$ cat config.mk
export PLATFORM = sky130hd
export DESIGN_NAME = channel_scheduler
export DESIGN_NICKNAME = d
export VERILOG_FILES = /design/src/rtl/channel_scheduler.sv
export SDC_FILE = /design/constraint.sdc
export NUM_CORES = 1
export LEC_CHECK = 0
export BUFFER_PORTS_ARGS = -buffer_cell sky130_fd_sc_hd__buf_2
export CAP_MARGIN = 10
export CORE_ASPECT_RATIO = 1.2
export CORE_MARGIN = 2
export CORE_UTILIZATION = 43
export DETAILED_ROUTE_END_ITERATION = 8
export GPL_TIMING_DRIVEN = 1
export HOLD_SLACK_MARGIN = 0.06
export PLACE_DENSITY = 0.75
export SYNTH_ARGS = -nofsm -noshare
export SYNTH_HDL_FRONTEND = slang
export SYNTH_SLANG_ARGS = --single-unit
$ cat constraint.sdc
create_clock -name clk -period 2.4 [get_ports clk]
set_input_delay 0.48 -clock clk [delete_from_list [all_inputs] [get_ports clk]]
set_output_delay 0.48 -clock clk [all_outputs]
set_load 0.01 [all_outputs]
$ cat src/rtl/channel_scheduler.sv
// Time-shares one effect unit between the left and right audio channels.
// Captures samples on word-select edges and issues them with ack or timeout bypass.
module channel_scheduler #(
  parameter int D_WIDTH = 24,
  parameter int TIMEOUT = 255
) (
  input  logic               clk,
  input  logic               reset,
  input  logic               i_ws,
  input  logic [D_WIDTH-1:0] i_l_data,
  input  logic [D_WIDTH-1:0] i_r_data,
  output logic               o_fx_req,
  output logic               o_fx_ch,
  output logic [D_WIDTH-1:0] o_fx_data,
  input  logic               i_fx_ack,
  input  logic [D_WIDTH-1:0] i_fx_data,
  output logic [D_WIDTH-1:0] o_l_data,
  output logic [D_WIDTH-1:0] o_r_data,
  output logic               o_busy,
  output logic               o_overrun,
  output logic               o_timeout
);

  typedef enum logic [1:0] {
    IDLE,
    ISSUE,
    DONE
  } state_t;

  localparam logic [15:0] TMO_LAST = 16'(TIMEOUT - 1);

  state_t             state;
  state_t             state_nx;
  logic               ws_q;
  logic               l_edge;
  logic               r_edge;
  logic               l_pend;
  logic               r_pend;
  logic [D_WIDTH-1:0] l_buf;
  logic [D_WIDTH-1:0] r_buf;
  logic               l_avail;
  logic               r_avail;
  logic [D_WIDTH-1:0] l_smp;
  logic [D_WIDTH-1:0] r_smp;
  logic               in_idle;
  logic               in_issue;
  logic               grant_l;
  logic               grant_r;
  logic               acked;
  logic               tmo_hit;
  logic [15:0]        cnt;

  // An edge this cycle counts as pending so arbitration sees it at once
  always_comb begin
    l_edge   = i_ws & ~ws_q;
    r_edge   = ~i_ws & ws_q;
    l_avail  = l_pend | l_edge;
    r_avail  = r_pend | r_edge;
    l_smp    = l_edge ? i_l_data : l_buf;
    r_smp    = r_edge ? i_r_data : r_buf;
    in_idle  = (state == IDLE);
    in_issue = (state == ISSUE);
    grant_l  = in_idle & l_avail;
    grant_r  = in_idle & ~l_avail & r_avail;
    acked    = in_issue & i_fx_ack;
    tmo_hit  = in_issue & ~i_fx_ack
             & (cnt == TMO_LAST);
  end

  always_ff @(posedge clk) begin
    if (reset) begin
      state <= IDLE;
    end else begin
      state <= state_nx;
    end
  end

  always_comb begin
    state_nx = state;
    unique case (state)
      IDLE: begin
        if (l_avail | r_avail) begin
          state_nx = ISSUE;
        end
      end
      ISSUE: begin
        if (acked | tmo_hit) begin
          state_nx = DONE;
        end
      end
      DONE: begin
        state_nx = IDLE;
      end
      default: begin
        state_nx = IDLE;
      end
    endcase
  end

  always_comb begin
    o_fx_req = in_issue;
    o_busy   = in_issue;
  end

  always_ff @(posedge clk) begin
    if (reset) begin
      ws_q      <= i_ws;
      l_pend    <= 1'b0;
      r_pend    <= 1'b0;
      l_buf     <= '0;
      r_buf     <= '0;
      cnt       <= '0;
      o_fx_ch   <= 1'b0;
      o_fx_data <= '0;
      o_l_data  <= '0;
      o_r_data  <= '0;
      o_overrun <= 1'b0;
      o_timeout <= 1'b0;
    end else begin
      ws_q <= i_ws;

      if (l_edge) begin
        l_buf <= i_l_data;
      end
      if (r_edge) begin
        r_buf <= i_r_data;
      end

      // A grant consumes the pend flag even if the edge arrives alongside it
      if (grant_l) begin
        l_pend <= 1'b0;
      end else if (l_edge) begin
        l_pend <= 1'b1;
      end
      if (grant_r) begin
        r_pend <= 1'b0;
      end else if (r_edge) begin
        r_pend <= 1'b1;
      end

      if ((l_edge & l_pend) | (r_edge & r_pend)) begin
        o_overrun <= 1'b1;
      end

      if (grant_l) begin
        o_fx_ch   <= 1'b0;
        o_fx_data <= l_smp;
      end else if (grant_r) begin
        o_fx_ch   <= 1'b1;
        o_fx_data <= r_smp;
      end

      if (grant_l | grant_r) begin
        cnt <= '0;
      end else if (in_issue) begin
        cnt <= cnt + 16'd1;
      end

      // Ack beats timeout; timeout forwards the unprocessed sample
      if (acked) begin
        if (o_fx_ch) begin
          o_r_data <= i_fx_data;
        end else begin
          o_l_data <= i_fx_data;
        end
      end else if (tmo_hit) begin
        if (o_fx_ch) begin
          o_r_data <= o_fx_data;
        end else begin
          o_l_data <= o_fx_data;
        end
        o_timeout <= 1'b1;
      end
    end
  end

endmodule

==> impl_metrics.json, run 1 <==
{
  "drv_cap": 0,
  "critical_path.startpoint": "state[0]$_SDFFE_PP0P_",
  "clk_path_buf_depth": 2,
  "hpwl_um": 10900,
  "power_leakage_nw": 3.40,
  "yosys.area.top_type_share_pct": 48.3,
  "power_mw": 5.61,
  "setup_viol": 0,
  "h-tree-depth": 4,
  "yosys.area.top_type": "dfxtp_1",
  "powerDensity_mw_per_mm2": 754,
  "viasPerCell": 5.25,
  "drc": 0,
  "grt_pass1_vias": 4812,
  "period_share_pct": 85.1,
  "die_w_um": 112,
  "rsz0062_at_grt": "no",
  "ant_nets": 0,
  "grt_max_degree": 91,
  "synthTopCellsByCount": "dfxtp_1 (144), mux2i_1 (96), nand2_1 (77)",
  "crit_end": "o_fx_req",
  "drive_above_1_share_pct": 29.7,
  "status": "finished clean",
  "required_ns": 1.92,
  "r2r_slack_ns": 0.40,
  "postSynthCellCount": 606,
  "synthArstFlopShare_pct": 0,
  "cts_tree": "yes",
  "wire_per_inst_um": 16.6,
  "hp-start": "i_ws",
  "grt_pass1_wl_um": 24300,
  "min_period_ns": 2.04,
  "start_util_pct": 43.6,
  "ys_ff_latch": 144,
  "yosysSeqAreaShare_pct": 48.3,
  "fin_area_mm2": 0.00744,
  "fin_hold_ws_ns": 0.245,
  "num-nets-final": 819,
  "antenna_found_initial": 0,
  "fp.dieArea_mm2": 0.0149,
  "drt-total-wl_um": 15400,
  "yosysWarnings": 0,
  "postCtsHoldBufs": 0,
  "num_rows": 47,
  "synth_enable_flop_cells": 0,
  "max-vdd-ir-drop_uv": 396,
  "critical_path.startpoint_type": "register",
  "post-cts-setup-buffers": 0,
  "chipHeight_um": 133,
  "syn_to_final_growth_pct": 24.5,
  "drtPass1Iterations": 4,
  "worst_slack_ns": 0.357,
  "crit_arrival_ns": 1.56,
  "hold_viol": 0,
  "drt_iter0_markers": 225,
  "cts_buffers": 17,
  "grt_use_total_pct": 20.7,
  "tns_ns": 0,
  "diodes": 0,
  "synth_cell_type_count": 44,
  "critPathCaptureType": "output port",
  "worstSkewPairLatency_ns": 0.41,
  "yosys-top-cells-area": "dfxtp_1 (48%), mux2i_1 (16%), nand2_1 (4.8%)",
  "slew_headroom_pct": 61.7,
  "r2r-end": "o_l_data[10]$_SDFFE_PP0P_",
  "ioPinCount": 153,
  "crit_type": "register to output port",
  "ctsResizeCount": 0,
  "clk_pin_slew_ns": 0.06,
  "synth_nets": 684,
  "reg2reg_from": "cnt[0]$_SDFFE_PP0N_",
  "path_max_fanout": 7,
  "tightest_slew_ns": 0.574,
  "fill_cells": 1297,
  "max_freq_ghz": 0.489,
  "placed_cell_area_mm2": 0.00690,
  "final_max_slew_viol_count": 0,
  "clock_skew_ns": 0.00764,
  "reg2reg_depth": 7,
  "io_buffers": 152,
  "overflow": 0,
  "vias": 4853,
  "synth.most_common_cell": "dfxtp_1",
  "holdCritPathClass": "input port to register",
  "cts_root_buf": "clkbuf_16",
  "synth_ff_type": "dfxtp_1",
  "coreArea_mm2": 0.0137,
  "cts_sinks": 144,
  "syn_area_per_cell_um2": 9.86,
  "syn_area_mm2": 0.00597,
  "gp_congestion": 0.769,
  "dp_slack_ns": 0.308
}
critical path: stages (launching register included):
cell and delay [ns]:
dfxtp_1 0.40, nor2b_1 0.51, buf_2 0.24
power by group:
part / switching [mW] / total [mW] / internal [mW]
Clock: 0.955 / 2.43 / 1.47
Sequential: 0.0586 / 2.54 / 2.48
Combinational: 0.371 / 0.643 / 0.271
Total: 1.39 / 5.61 / 4.22
kinds of logic after synthesis:
kind of cell,Yosys count,synth area share [%]
xor gates and xnor gates,11,1.61
adders and majority gates,3,0.586
muxes,120,20.6
AOI/OAI and AO/OA,68,9.07
and+or+nand+nor,203,15.4
buffers and inverters,57,4.44
DFF,144,48.3
routing by layer:
metal	vias up	GRT usage (%)	wire, µm
met3	20	6.32	852
met4	0	9.05	340
met2	135	35.5	7860
li1	2403	-	-
met5	-	0	0
met1	2295	24.0	6320
registers in the layout, indices dropped and copies added, names as in the netlist:
name       cells
cnt           16
l_buf         24
l_pend         1
o_fx_ch        1
o_fx_data     24
o_l_data      24
o_overrun      1
o_r_data      24
o_timeout      1
r_buf         24
r_pend         1
state          2
ws_q           1
metrics by stage:
step           cells  utilization (%)
3_5_place_dp     893             50.4
5_1_grt          924             54.3
4_1_cts          924             54.3
6_report         924             54.3
2_1_floorplan    606                -
3_3_place_gp     893             50.4
cell usage in the layout (no fill, tap or decap), types with 13 or more instances in the layout:
cell type / Yosys / final
nor3_1: 13 / 13
dfxtp_1: 144 / 144
nor2_1: 67 / 67
mux2_2: 24 / 24
nor4_1: 14 / 14
buf_2: 13 / 152
mux2i_1: 96 / 96
nand2_1: 77 / 77
clkbuf_16: 0 / 17
o211ai_1: 13 / 13
a21oi_1: 18 / 18
area by class of cell:
cell class	count	area (µm²)	share of cell area, %
clock buffers	26	479	6.44
clock inverters	5	56.3	0.757
inverters	5	18.8	0.252
multi-input cells	405	2840	38.2
flip-flops and latches	144	2880	38.8
well taps	171	214	2.88
repair buffers	168	943	12.7
how the worst min path moves through the flow:
stage	end	slack, ns	cells past startpoint
2_1_floorplan	r_buf[0]$_SDFF_PP0_	0.46	2
3_3_place_gp	o_l_data[17]$_SDFFE_PP0P_	0.44	2
3_5_place_dp	o_l_data[6]$_SDFFE_PP0P_	0.45	2
4_1_cts	ws_q$_DFF_P_	0.23	1
5_1_grt	ws_q$_DFF_P_	0.23	1
6_report	ws_q$_DFF_P_	0.24	1
No activity file was read; power rests on OpenSTA's default activity.
==> run 2: changes to the inputs <==
- CTS_BUF_LIST: not set -> sky130_fd_sc_hd__clkbuf_16
==> run 2 against run 1 <==
Worst hold slack worse by 0.0024 ns. Critical path depth stayed put. Sequential power about the same. Die area stayed put. Flip-flop and latch count is the same. Cell area decreased by 0.27%. Utilization down 0.15 points. Critical endpoint unchanged. Largest power group unchanged. Highest routed layer unchanged.
==> impl_metrics.json, run 2 (synthesis gave the netlist of run 1 again) <==
{
  "status": "finished clean",
  "num_rows": 47,
  "start_util_pct": 43.6,
  "grt_pass1_vias": 4808,
  "cts_buffers": 17,
  "ctsResizeCount": 0,
  "setup_viol": 0,
  "clk_pin_slew_ns": 0.06,
  "hp-start": "i_ws",
  "critical_path.startpoint": "state[0]$_SDFFE_PP0P_",
  "overflow": 0,
  "hold_viol": 0,
  "drc": 0,
  "drt-total-wl_um": 15400,
  "path_max_fanout": 7,
  "antenna_found_initial": 0,
  "final_cell_mix": "buf_2 (152), dfxtp_1 (144), mux2i_1 (96)",
  "clk_path_buf_depth": 2,
  "postCtsHoldBufs": 0,
  "worstSkewPairLatency_ns": 0.42,
  "die_w_um": 112,
  "rsz0062_at_grt": "no",
  "clkPwrFrac_pct": 42.4,
  "final_max_slew_viol_count": 0,
  "wire_per_inst_um": 16.6,
  "critical_path.startpoint_type": "register",
  "place_inst": 893,
  "reg2reg_from": "cnt[0]$_SDFFE_PP0N_",
  "max_freq_ghz": 0.486,
  "fp.dieArea_mm2": 0.0149,
  "period_share_pct": 85.8,
  "num-nets-final": 819,
  "chipHeight_um": 133,
  "mostFrequentLayoutCell": "buf_2",
  "crit_type": "register to output port",
  "cts_root_buf": "clkbuf_16",
  "hpwl_um": 10900,
  "max-vdd-ir-drop_uv": 398,
  "drtPass1Iterations": 4,
  "h-tree-depth": 4,
  "placed_cell_area_mm2": 0.00690,
  "tns_ns": 0,
  "powerDensity_mw_per_mm2": 744,
  "post-cts-setup-buffers": 0,
  "required_ns": 1.92,
  "tightest_slew_ns": 0.590,
  "combPwrFrac_pct": 11.6,
  "netSwitchingFraction_pct": 25.2,
  "fin_cells": 924,
  "coreArea_mm2": 0.0137,
  "io_buffers": 152,
  "drv_cap": 0,
  "drive_above_1_share_pct": 29.5,
  "grt_pass1_wl_um": 24300,
  "pwr-share-seq_pct": 46.0,
  "min_period_ns": 2.06,
  "cts_tree": "yes",
  "cts_sinks": 144,
  "clock_skew_ns": 0.00723,
  "intPower_mw": 4.13,
  "diodes": 0,
  "gp_congestion": 0.769,
  "crit_arrival_ns": 1.58,
  "power.switching_mw": 1.39,
  "holdCritPathClass": "input port to register",
  "grt_use_total_pct": 20.8,
  "power_leakage_nw": 3.42,
  "critPathCaptureType": "output port",
  "vias": 4860,
  "ant_nets": 0,
  "viasPerCell": 5.26,
  "grt_max_degree": 91,
  "fin_area_mm2": 0.00742,
  "ioPinCount": 153,
  "slew_headroom_pct": 60.6,
  "drt_iter0_markers": 227,
  "syn_to_final_growth_pct": 24.2
}
## run 2: power groups by stage
| stage | clock network (mW) | logic (mW) | registers, mW |
|---|---|---|---|
| global route | 2.48 | 0.700 | 2.54 |
| floorplan | 0 | 0.410 | 2.58 |
| detailed placement | 0 | 0.645 | 2.59 |
| finish | 2.34 | 0.642 | 2.54 |
| CTS | 2.38 | 0.647 | 2.54 |
| global placement | 0 | 0.639 | 2.59 |
## run 2: final timing paths
path / end / depth (start not counted) / slack [ns]
worst min-delay path: ws_q$_DFF_P_ / 1 / 0.24
worst min register to register: o_l_data[6]$_SDFFE_PP0P_ / 2 / 0.45
worst max register to register: o_l_data[10]$_SDFFE_PP0P_ / 7 / 0.40
worst max-delay path: o_fx_req / 2 / 0.34
## run 2: critical path, cell delays in order (launching register included)
cell     delay (ns)
dfxtp_1        0.40
nor2b_1        0.52
buf_2          0.24
## run 2: metrics by stage
step | worst slack (ns) | hold WS, ns | util, % | power, mW
2_1_floorplan | 0.564 | 0.455 | - | 2.99
3_3_place_gp | 0.371 | 0.442 | 50.4 | 3.22
3_5_place_dp | 0.308 | 0.449 | 50.4 | 3.23
4_1_cts | 0.362 | 0.227 | 54.1 | 5.57
5_1_grt | 0.294 | 0.228 | 54.1 | 5.73
6_report | 0.341 | 0.243 | 54.1 | 5.52
## run 2: layer usage
metal | global-route usage, % | wire [µm]
met4 | 8.92 | 381
met2 | 35.5 | 7810
met5 | 0 | 0
met1 | 24.1 | 6260
met3 | 6.23 | 902
## run 2: area by class of cell
cell class              count  area (µm²)
repair buffers            168         943
multi-input cells         405        2840
clock inverters            14        90.1
inverters                   5        18.8
flip-flops and latches    144        2880
well taps                 171         214
fillers                  1301        6280
clock buffers              17         425
